==> src/rtl/status_register.sv <==
`default_nettype none
// ============================================================================
//  Module   : status_register
//  Purpose  : 6502-style processor status register (P). Holds the six stored
//             flags N,V,D,I,Z,C; bits 5 and 4 exist only in the pushed byte.
//             Accepts ALU flag updates, explicit flag instructions, BIT,
//             stack loads (PLP/RTI) and the set-overflow pin. Also produces
//             the delayed interrupt mask and the branch condition.
//  Ports    : clk, rst            - clock, synchronous active-high reset
//             alu_flag_n/v/c/z    - ALU flag results
//             upd_nz/upd_c/upd_v  - latch the corresponding ALU flags
//             flag_op[2:0]        - CLC/SEC/CLI/SEI/CLD/SED/CLV (000 = none)
//             bit_op              - BIT instruction update
//             load_p, data_in     - load flags from a stack byte
//             so_n                - set-overflow pin, active low
//             sync                - opcode-fetch strobe
//             push_brk            - B bit value for the pushed byte
//             branch_sel[2:0]     - branch condition selector
//             p_out[7:0]          - byte to push {N,V,1,B,D,I,Z,C}
//             carry_out           - stored C
//             decimal_out         - stored D
//             irq_mask            - I as seen by interrupt logic
//             branch_taken        - selected condition is true
//  Revision : 1.0 - initial release
// ============================================================================
module status_register (
   input  logic       clk,
   input  logic       rst,
   input  logic       alu_flag_n,
   input  logic       alu_flag_v,
   input  logic       alu_flag_c,
   input  logic       alu_flag_z,
   input  logic       upd_nz,
   input  logic       upd_c,
   input  logic       upd_v,
   input  logic [2:0] flag_op,
   input  logic       bit_op,
   input  logic       load_p,
   input  logic [7:0] data_in,
   input  logic       so_n,
   input  logic       sync,
   input  logic       push_brk,
   input  logic [2:0] branch_sel,
   output logic [7:0] p_out,
   output logic       carry_out,
   output logic       decimal_out,
   output logic       irq_mask,
   output logic       branch_taken
);

   // Flag instruction encodings
   localparam logic [2:0] c_FOP_NONE = 3'b000;
   localparam logic [2:0] c_FOP_CLC  = 3'b001;
   localparam logic [2:0] c_FOP_SEC  = 3'b010;
   localparam logic [2:0] c_FOP_CLI  = 3'b011;
   localparam logic [2:0] c_FOP_SEI  = 3'b100;
   localparam logic [2:0] c_FOP_CLD  = 3'b101;
   localparam logic [2:0] c_FOP_SED  = 3'b110;
   localparam logic [2:0] c_FOP_CLV  = 3'b111;

   // Branch condition encodings
   localparam logic [2:0] c_BR_BPL = 3'b000;
   localparam logic [2:0] c_BR_BMI = 3'b001;
   localparam logic [2:0] c_BR_BVC = 3'b010;
   localparam logic [2:0] c_BR_BVS = 3'b011;
   localparam logic [2:0] c_BR_BCC = 3'b100;
   localparam logic [2:0] c_BR_BCS = 3'b101;
   localparam logic [2:0] c_BR_BNE = 3'b110;
   localparam logic [2:0] c_BR_BEQ = 3'b111;

   // Stored flags and their next-state values
   logic r_n_q, w_n_d;
   logic r_v_q, w_v_d;
   logic r_d_q, w_d_d;
   logic r_i_q, w_i_d;
   logic r_z_q, w_z_d;
   logic r_c_q, w_c_d;

   // Interrupt mask copy and previous sample of the SO pin
   logic r_irq_q, w_irq_d;
   logic r_so_q;

   // Decoded flag instruction strobes
   logic w_fop_clc, w_fop_sec;
   logic w_fop_cli, w_fop_sei;
   logic w_fop_cld, w_fop_sed;
   logic w_fop_clv;

   // Falling edge on SO between the stored sample and the one being taken
   logic w_so_fall;

   // Stack bits 5:4 carry no state; they are dropped on load
   logic w_unused_din;
   assign w_unused_din = ^data_in[5:4];

   // -------------------------------------------------------------------------
   // Flag instruction decode
   // -------------------------------------------------------------------------
   always_comb begin
      w_fop_clc = (flag_op == c_FOP_CLC);
      w_fop_sec = (flag_op == c_FOP_SEC);
      w_fop_cli = (flag_op == c_FOP_CLI);
      w_fop_sei = (flag_op == c_FOP_SEI);
      w_fop_cld = (flag_op == c_FOP_CLD);
      w_fop_sed = (flag_op == c_FOP_SED);
      w_fop_clv = (flag_op == c_FOP_CLV);
   end

   // Fires exactly once per high-to-low transition, so a pin held low does
   // not keep re-asserting V and CLV can still clear it.
   assign w_so_fall = r_so_q & ~so_n;

   // -------------------------------------------------------------------------
   // Next-state logic. Each flag resolves its own sources in priority order:
   // stack load, then BIT, then explicit flag instruction, then ALU update.
   // A flag instruction only claims its own flag, so ALU updates to the other
   // flags still go through in the same cycle.
   // -------------------------------------------------------------------------
   always_comb begin
      // N: load > BIT > ALU
      if (load_p)        w_n_d = data_in[7];
      else if (bit_op)   w_n_d = data_in[7];
      else if (upd_nz)   w_n_d = alu_flag_n;
      else               w_n_d = r_n_q;

      // V: SO falling edge beats every other source
      if (w_so_fall)     w_v_d = 1'b1;
      else if (load_p)   w_v_d = data_in[6];
      else if (bit_op)   w_v_d = data_in[6];
      else if (w_fop_clv) w_v_d = 1'b0;
      else if (upd_v)    w_v_d = alu_flag_v;
      else               w_v_d = r_v_q;

      // D: load > CLD/SED
      if (load_p)         w_d_d = data_in[3];
      else if (w_fop_cld) w_d_d = 1'b0;
      else if (w_fop_sed) w_d_d = 1'b1;
      else                w_d_d = r_d_q;

      // I: load > CLI/SEI
      if (load_p)         w_i_d = data_in[2];
      else if (w_fop_cli) w_i_d = 1'b0;
      else if (w_fop_sei) w_i_d = 1'b1;
      else                w_i_d = r_i_q;

      // Z: load > BIT (Z comes from the ALU AND result) > ALU
      if (load_p)        w_z_d = data_in[1];
      else if (bit_op)   w_z_d = alu_flag_z;
      else if (upd_nz)   w_z_d = alu_flag_z;
      else               w_z_d = r_z_q;

      // C: load > CLC/SEC > ALU
      if (load_p)         w_c_d = data_in[0];
      else if (w_fop_clc) w_c_d = 1'b0;
      else if (w_fop_sec) w_c_d = 1'b1;
      else if (upd_c)     w_c_d = alu_flag_c;
      else                w_c_d = r_c_q;

      // The mask samples the currently stored I at an instruction boundary.
      // An I write landing on the same edge is picked up at the next sync,
      // which gives CLI/SEI/PLP their one-instruction latency.
      if (sync) w_irq_d = r_i_q;
      else      w_irq_d = r_irq_q;
   end

   // -------------------------------------------------------------------------
   // State registers
   // -------------------------------------------------------------------------
   always_ff @(posedge clk) begin
      if (rst) begin
         r_n_q   <= 1'b0;
         r_v_q   <= 1'b0;
         r_d_q   <= 1'b0;
         r_i_q   <= 1'b1;
         r_z_q   <= 1'b0;
         r_c_q   <= 1'b0;
         r_irq_q <= 1'b1;
         r_so_q  <= 1'b1;
      end else begin
         r_n_q   <= w_n_d;
         r_v_q   <= w_v_d;
         r_d_q   <= w_d_d;
         r_i_q   <= w_i_d;
         r_z_q   <= w_z_d;
         r_c_q   <= w_c_d;
         r_irq_q <= w_irq_d;
         r_so_q  <= so_n;
      end
   end

   // -------------------------------------------------------------------------
   // Branch condition evaluation (no latency)
   // -------------------------------------------------------------------------
   always_comb begin
      branch_taken = 1'b0;
      case (branch_sel)
         c_BR_BPL: branch_taken = ~r_n_q;
         c_BR_BMI: branch_taken =  r_n_q;
         c_BR_BVC: branch_taken = ~r_v_q;
         c_BR_BVS: branch_taken =  r_v_q;
         c_BR_BCC: branch_taken = ~r_c_q;
         c_BR_BCS: branch_taken =  r_c_q;
         c_BR_BNE: branch_taken = ~r_z_q;
         c_BR_BEQ: branch_taken =  r_z_q;
         default:  branch_taken = 1'b0;
      endcase
   end

   // -------------------------------------------------------------------------
   // Outputs
   // -------------------------------------------------------------------------
   assign p_out       = {r_n_q, r_v_q, 1'b1, push_brk, r_d_q, r_i_q, r_z_q, r_c_q};
   assign carry_out   = r_c_q;
   assign decimal_out = r_d_q;
   assign irq_mask    = r_irq_q;

endmodule
`default_nettype wire

==> config.mk <==
export PLATFORM = sky130hd
export DESIGN_NAME = status_register
export DESIGN_NICKNAME = d
export VERILOG_FILES = /design/src/rtl/status_register.sv
export SDC_FILE = /design/constraint.sdc
export NUM_CORES = 1
export LEC_CHECK = 0
export CAP_MARGIN = 10
export CORE_UTILIZATION = 33
export DETAILED_ROUTE_END_ITERATION = 6
export PLACE_DENSITY = 0.84
export SLEW_MARGIN = 30
export SYNTH_ARGS = -nofsm -noshare
export SYNTH_HDL_FRONTEND = slang
export SYNTH_SLANG_ARGS = --single-unit
==> constraint.sdc <==
create_clock -name clk -period 2.4 [get_ports clk]
set_clock_uncertainty 0.1 [all_clocks]
set_input_delay 0.6 -clock clk [delete_from_list [all_inputs] [get_ports clk]]
set_output_delay 0.6 -clock clk [all_outputs]
set_load 0.05 [all_outputs]
==> metrics.md, run 1 <==
| Metric | Value |
|---|---|
| CP bufs+invs | `2` |
| DIE AREA | `1610 um^2` |
| Initial drt markers | `2` |
| Diode count | `0` |
| GR Util All Layers | `14.1%` |
| First-pass GRT wire length | `1.50 mm` |
| Synthesis warning total | `0` |
| Register Area | `160 um^2` |
| Hold wc startpoint | `r_so_q$_SDFF_PP1_` |
| Critical path arrival | `1570 ps` |
| Total CTS buffers | `3` |
| Worst-path clk slew | `50 ps` |
| Core ar. | `1330 um^2` |
| Vias per cell | `4.86` |
| Antenna Nets Post-Route | `0` |
| H-tree depth | `1` |
| Worst slew margin | `66.8%` |
| Critical path's top delay family | `multiplexers` |
| DRC | `0` |
| Leak | `0.329 nW` |
| Ports | `40` |
| PD cells | `517 nW/um^2` |
| R2R cell count | `4` |
| Pre-antenna DRT Iters | `2` |
| Post-route cell area | `805 um^2` |
| Status | `finished, final reports clean` |
| Final WL | `1.08 mm` |
| R2r startpoint | `carry_out$_SDFFE_PP0P_` |
| Fin. max-slew vios | `0` |
| Hold depth | `2` |
| EDFF count, synth | `0` |
| Synth Instances | `56` |
| VDD IR max | `0.300 mV` |
| Clock tree buffer depth | `2` |
| Layout area overhead | `67.4%` |
| Final setup vio count | `0` |
| Period minus WS final | `2270 ps` |
| Cell area after synthesis | `480 um^2` |
| Fin. Hold Viols | `0` |
| Root Driver | `clkbuf_4` |
| Initial antenna violation count | `0` |
| Hpwl dp | `894 um` |
| Placed cell areas | `788 um^2` |
| FFs w/ async S/R, synth | `0%` |
| Crit-path max FO | `1` |
| Total grt overflow | `0` |
| Vias in the first global route | `411` |
| Seq/Total Area, Yosys | `33.3%` |
| Synth Net Count | `84` |
| Row count | `13` |
| CTS Sinks | `8` |
| Area of the multi-input gates | `251 um^2` |
| Worst reg-to-reg setup slack | `1270 ps` |
| Worst slew pin tran | `497 ps` |
| CP required | `1700 ps` |
| Largest net degree at the start of global routing | `9` |
| Ys flop type | `dfxtp_1` |
| Starting Density | `36.0%` |
| Non-Filler Instances | `98` |
| Placed insts | `95` |
| Fillers | `124` |
| Reg-to-reg endpoint | `carry_out$_SDFFE_PP0P_` |
| Hold Crit Endpoint | `r_v_q$_SDFFE_PP0P_` |
| Max Cap Violations | `0` |
| CP endpoint kind | `output port` |
| CTS tree | `built` |
| PortBufs | `34` |
| Fmax | `0.441 GHz` |
| Final period utilization | `94.4%` |
| Vias | `476` |
| Type of the worst setup path | `input port to output port` |
| Synth Register Bits | `8` |
| Worst min path class | `flop to flop` |
| Die H | `40.2 um` |
| GPL Wtd Cong | `0.691` |
| CP Cell Sequence | `buf_2 > mux4_2 > xnor2_2 > buf_12` |
| Syn Area/Cell | `8.58 um^2` |
| Crit path largest cell delay | `520 ps` |
| Layout Nets | `113` |
| Unique masters post-synth | `24` |
| Chip width | `40.2 um` |
| Unrepaired setup endpoints after global routing | `no` |
| Routed len/inst | `11.1 um` |
| Final core occ | `60.3%` |
| Slowest CP cell | `mux4_2` |
| Layout cells sized above 1 | `12.0%` |
| Clk Latency, worst-skew pair | `250 ps` |
| Startpoint types | `input port` |
==> per-layer routing <==
layer	global-route usage [%]	vias up	part of all wire, %
met3	3.89	0	14
met2	25.8	28	46
met4	5.17	0	0
li1	-	240	-
met5	0	-	0
met1	15.1	208	40
==> layout by cell type (no fill, tap or decap), drive strengths merged <==
cell type and instances:
mux2i 3, o22ai 1, xnor2 1, or2 1, mux2 2, nand2 1, nor2 6, clkdlybuf4s50 31
mux4 1, clkbuf 3, a21boi 1, nand2b 1, conb 1, o21ai 4, nor2b 1, dfxtp 8
dlygate4sd2 1, and3 1, inv 2, a21oi 6, a211o 3, a211oi 1, o21a 1, buf 2
==> worst max-delay path by stage <==
stage             startpoint           end  slack [ps]  depth (start not counted)
2_1_floorplan  branch_sel[2]  branch_taken          80                          2
3_3_place_gp   branch_sel[2]  branch_taken        -260                          4
3_5_place_dp   branch_sel[2]  branch_taken        -270                          4
4_1_cts        branch_sel[2]  branch_taken           6                          4
5_1_grt        branch_sel[2]  branch_taken          80                          4
6_report       branch_sel[2]  branch_taken         130                          4
==> where the power goes <==
group | total (mW) | switching [mW] | internal, mW
Combinational | 0.168 | 0.0845 | 0.0837
Clock | 0.0982 | 0.0413 | 0.0569
Sequential | 0.149 | 0.00651 | 0.143
Total | 0.416 | 0.132 | 0.283
==> cells by family after synthesis <==
family	after synthesis	share of synthesized area, %
other	1	0.781
xor gates and xnor gates	1	1.82
and+or+nand+nor	11	10.7
buffers and inverters	12	15.9
DFF	8	33.3
AOI/OAI and AO/OA	17	21.9
muxes	6	15.6
==> area by class of cell <==
class / count / share of cell area (%)
multi-input combinational: 36 / 31.3
tap: 15 / 2.33
clock buffer: 3 / 2.80
sequential: 8 / 19.9
timing repair buffer: 34 / 42.8
inverter: 2 / 0.933
==> per-stage QoR <==
stage	power [mW]	setup TNS, ps	hold WS, ps	setup slack [ps]
finish	0.416	0	351	134
global route	0.444	0	364	77.8
CTS	0.425	0	353	6.38
detailed placement	0.323	-272	346	-272
global placement	0.320	-262	341	-262
floorplan	0.257	0	331	82.1
==> what timing repair did <==
| action | in CTS | in global routing |
|---|---|---|
| hold buffers | 0 | 0 |
| setup endpoints to repair | 1 | 1 |
| gates resized for setup | 4 | 1 |
| pin swaps | 1 | 1 |
| setup buffers | 0 | 0 |
| cloned | 0 | 0 |
==> registers in the layout (all words and copies together), names as in the netlist <==
| signal | count |
|---|---|
| r_v_q | 1 |
| r_n_q | 1 |
| irq_mask | 1 |
| carry_out | 1 |
| r_z_q | 1 |
| r_i_q | 1 |
| decimal_out | 1 |
| r_so_q | 1 |
==> cells in the mapped netlist, types with 2 or more instances <==
| library cell | n | area share (%) |
|---|---|---|
| o21ai_0 | 3 | 3.1 |
| a211o_1 | 3 | 5.5 |
| mux2_2 | 2 | 4.7 |
| inv_1 | 2 | 1.6 |
| buf_4 | 8 | 13 |
| nor2_1 | 6 | 4.7 |
| a21oi_1 | 6 | 6.3 |
| mux2i_1 | 3 | 6.3 |
| dfxtp_1 | 8 | 33 |
==> worst reg2reg max path, cell delays in order, from the launching register on <==
cell	delay, ps
dfxtp_1	320
mux2_2	270
a21oi_1	120
a21oi_1	50
o21a_1	160
(Power assumes the default switching activity.)
==> inputs of run 2 (changes only) <==
--- a/config.mk
+++ b/config.mk
@@ -5,7 +5,6 @@
 export SDC_FILE = /design/constraint.sdc
 export NUM_CORES = 1
 export LEC_CHECK = 0
-export CAP_MARGIN = 10
 export CORE_UTILIZATION = 33
 export DETAILED_ROUTE_END_ITERATION = 6
 export PLACE_DENSITY = 0.84
@@ -13,3 +12,4 @@
 export SYNTH_ARGS = -nofsm -noshare
 export SYNTH_HDL_FRONTEND = slang
 export SYNTH_SLANG_ARGS = --single-unit
+export TNS_END_PERCENT = 10
==> results of run 2 <==
No change in the layout: final DEF, timing and power equal those of run 1.
==> inputs of run 3 (changes only) <==
--- a/config.mk
+++ b/config.mk
@@ -5,9 +5,9 @@
 export SDC_FILE = /design/constraint.sdc
 export NUM_CORES = 1
 export LEC_CHECK = 0
-export CORE_UTILIZATION = 33
+export CORE_UTILIZATION = 30
 export DETAILED_ROUTE_END_ITERATION = 6
-export PLACE_DENSITY = 0.84
+export PLACE_DENSITY = 0.78
 export SLEW_MARGIN = 30
 export SYNTH_ARGS = -nofsm -noshare
 export SYNTH_HDL_FRONTEND = slang
==> run 3 against run 2 <==
Compared with the run above:
- first-iteration DRC count grew to 2.5 times the previous value
- sequential power is essentially flat
- non-clock buffer count is the same
- final area grew 0.16%
- highest routed layer unchanged
- critical endpoint unchanged
- routed wire length grew 2.5%
- combinational power is essentially flat
==> metrics.md, run 3 (synthesis results as in run 1) <==
| Metric | Value |
|---|---|
| VDD IR max | `0.325 mV` |
| Most common cell after layout, fill and taps aside | `clkdlybuf4s50_1` |
| CTS Hold Bufs | `0` |
| PD cells | `521 nW/um^2` |
| Fin. max-slew vios | `0` |
| Final period utilization | `95.5%` |
| Hpwl dp | `900 um` |
| Largest net degree at the start of global routing | `9` |
| GR Util All Layers | `12.9%` |
| Ports | `40` |
| Die H | `42.0 um` |
| Final WL | `1.11 mm` |
| GPL Wtd Cong | `0.650` |
| Layout area overhead | `67.7%` |
| Placed cell areas | `790 um^2` |
| Root Driver | `clkbuf_4` |
| Initial drt markers | `5` |
| Post-route cell area | `806 um^2` |
| Leak | `0.329 nW` |
| DRC | `0` |
| Vias | `475` |
| CTS Sinks | `8` |
| First-pass GRT wire length | `1.74 mm` |
| DIE AREA | `1770 um^2` |
| Vias in the first global route | `424` |
| Layout Nets | `113` |
| Startpoint types | `input port` |
| Clock tree buffer depth | `2` |
| Clk Latency, worst-skew pair | `250 ps` |
| Type of the worst setup path | `input port to output port` |
| Period minus WS final | `2290 ps` |
| Starting Density | `31.9%` |
| Initial antenna violation count | `0` |
| Worst slew pin tran | `510 ps` |
| Total CTS buffers | `3` |
| Critical path arrival | `1590 ps` |
| TNS Setup | `0 ps` |
| Crit-path max FO | `1` |
| CP endpoint kind | `output port` |
| Final setup vio count | `0` |
| Postcts setup bufs | `0` |
| Pre-antenna DRT Iters | `2` |
| Overall power | `0.420 mW` |
| Layout cells sized above 1 | `12.0%` |
| Chip width | `42.0 um` |
| Worst-path clk slew | `50 ps` |
| Status | `finished, final reports clean` |
| Row count | `14` |
| Most frequent cells in the layout | `clkdlybuf4s50_1, dfxtp_1, nor2_1, a21oi_1` |
| H-tree depth | `1` |
| Vias per cell | `4.80` |
| Max Cap Violations | `0` |
| CP required | `1700 ps` |
| Fmax | `0.436 GHz` |
| CTS tree | `built` |
| Fin. Hold Viols | `0` |
| Diode count | `0` |
| Worst min path class | `flop to flop` |
| Hold WS | `354 ps` |
| Antenna Nets Post-Route | `0` |
| Worst slew margin | `65.9%` |
| Unrepaired setup endpoints after global routing | `no` |
| Core ar. | `1510 um^2` |
| Routed len/inst | `11.2 um` |
| Total grt overflow | `0` |
| PortBufs | `34` |
-- run 3: cell counts in the layout (fill, tap and decap cells not counted) --
No cell type changed its count.
-- run 3: final cells by class --
| type | instances | area, um^2 |
|---|---|---|
| Clock buffer | 3 | 22.5 |
| Fill cell | 139 | 701 |
| Timing Repair Buffer | 34 | 344 |
| Sequential cell | 8 | 160 |
| Tap cell | 16 | 20.0 |
| Multi-Input combinational cell | 36 | 251 |
| Inverter | 2 | 7.51 |
-- run 3: repair_timing --
action,4_1_cts,5_1_grt
hold endpoints to repair,0,0
setup endpoints to repair,1,0
gates resized for setup,5,0
-- run 3: critical path: stages --
cell     delay, ps
buf_2           90
mux4_2         520
xnor2_2        220
buf_12         160
-- run 3: metrics by stage --
stage          setup WS (ps)  instances  util [%]
4_1_cts                 94.8         99      53.5
2_1_floorplan           82.1         56         -
5_1_grt                 49.4         99      53.5
6_report                 108         99      53.5
3_5_place_dp            -281         96      52.4
3_3_place_gp            -259         96      52.4
-- run 3: per-layer routing --
| metal | vias up | GRT usage (%) | part of all wire [%] |
|---|---|---|---|
| met1 | 208 | 15.7 | 44 |
| met3 | 0 | 8.19 | 9.1 |
| met4 | 0 | 1.88 | 0 |
| li1 | 246 | - | - |
| met2 | 21 | 19.7 | 47 |
| met5 | - | 0 | 0 |
-- run 3: worst paths after layout --
check / slack [ps] / end / from / cells after the start
worst max-delay path: 110 / branch_taken / branch_sel[2] / 4
worst min-delay path: 350 / r_v_q$_SDFFE_PP0P_ / r_so_q$_SDFF_PP1_ / 2
worst max register to register: 1250 / carry_out$_SDFFE_PP0P_ / carry_out$_SDFFE_PP0P_ / 4
worst min register to register: 350 / r_v_q$_SDFFE_PP0P_ / r_so_q$_SDFF_PP1_ / 2
-- run 3: where the power goes --
| group | internal, mW | leakage, nW | switching, mW |
|---|---|---|---|
| registers | 0.143 | 0.0667 | 0.00711 |
| clock network | 0.0571 | 0.0138 | 0.0444 |
| logic | 0.0837 | 0.249 | 0.0848 |
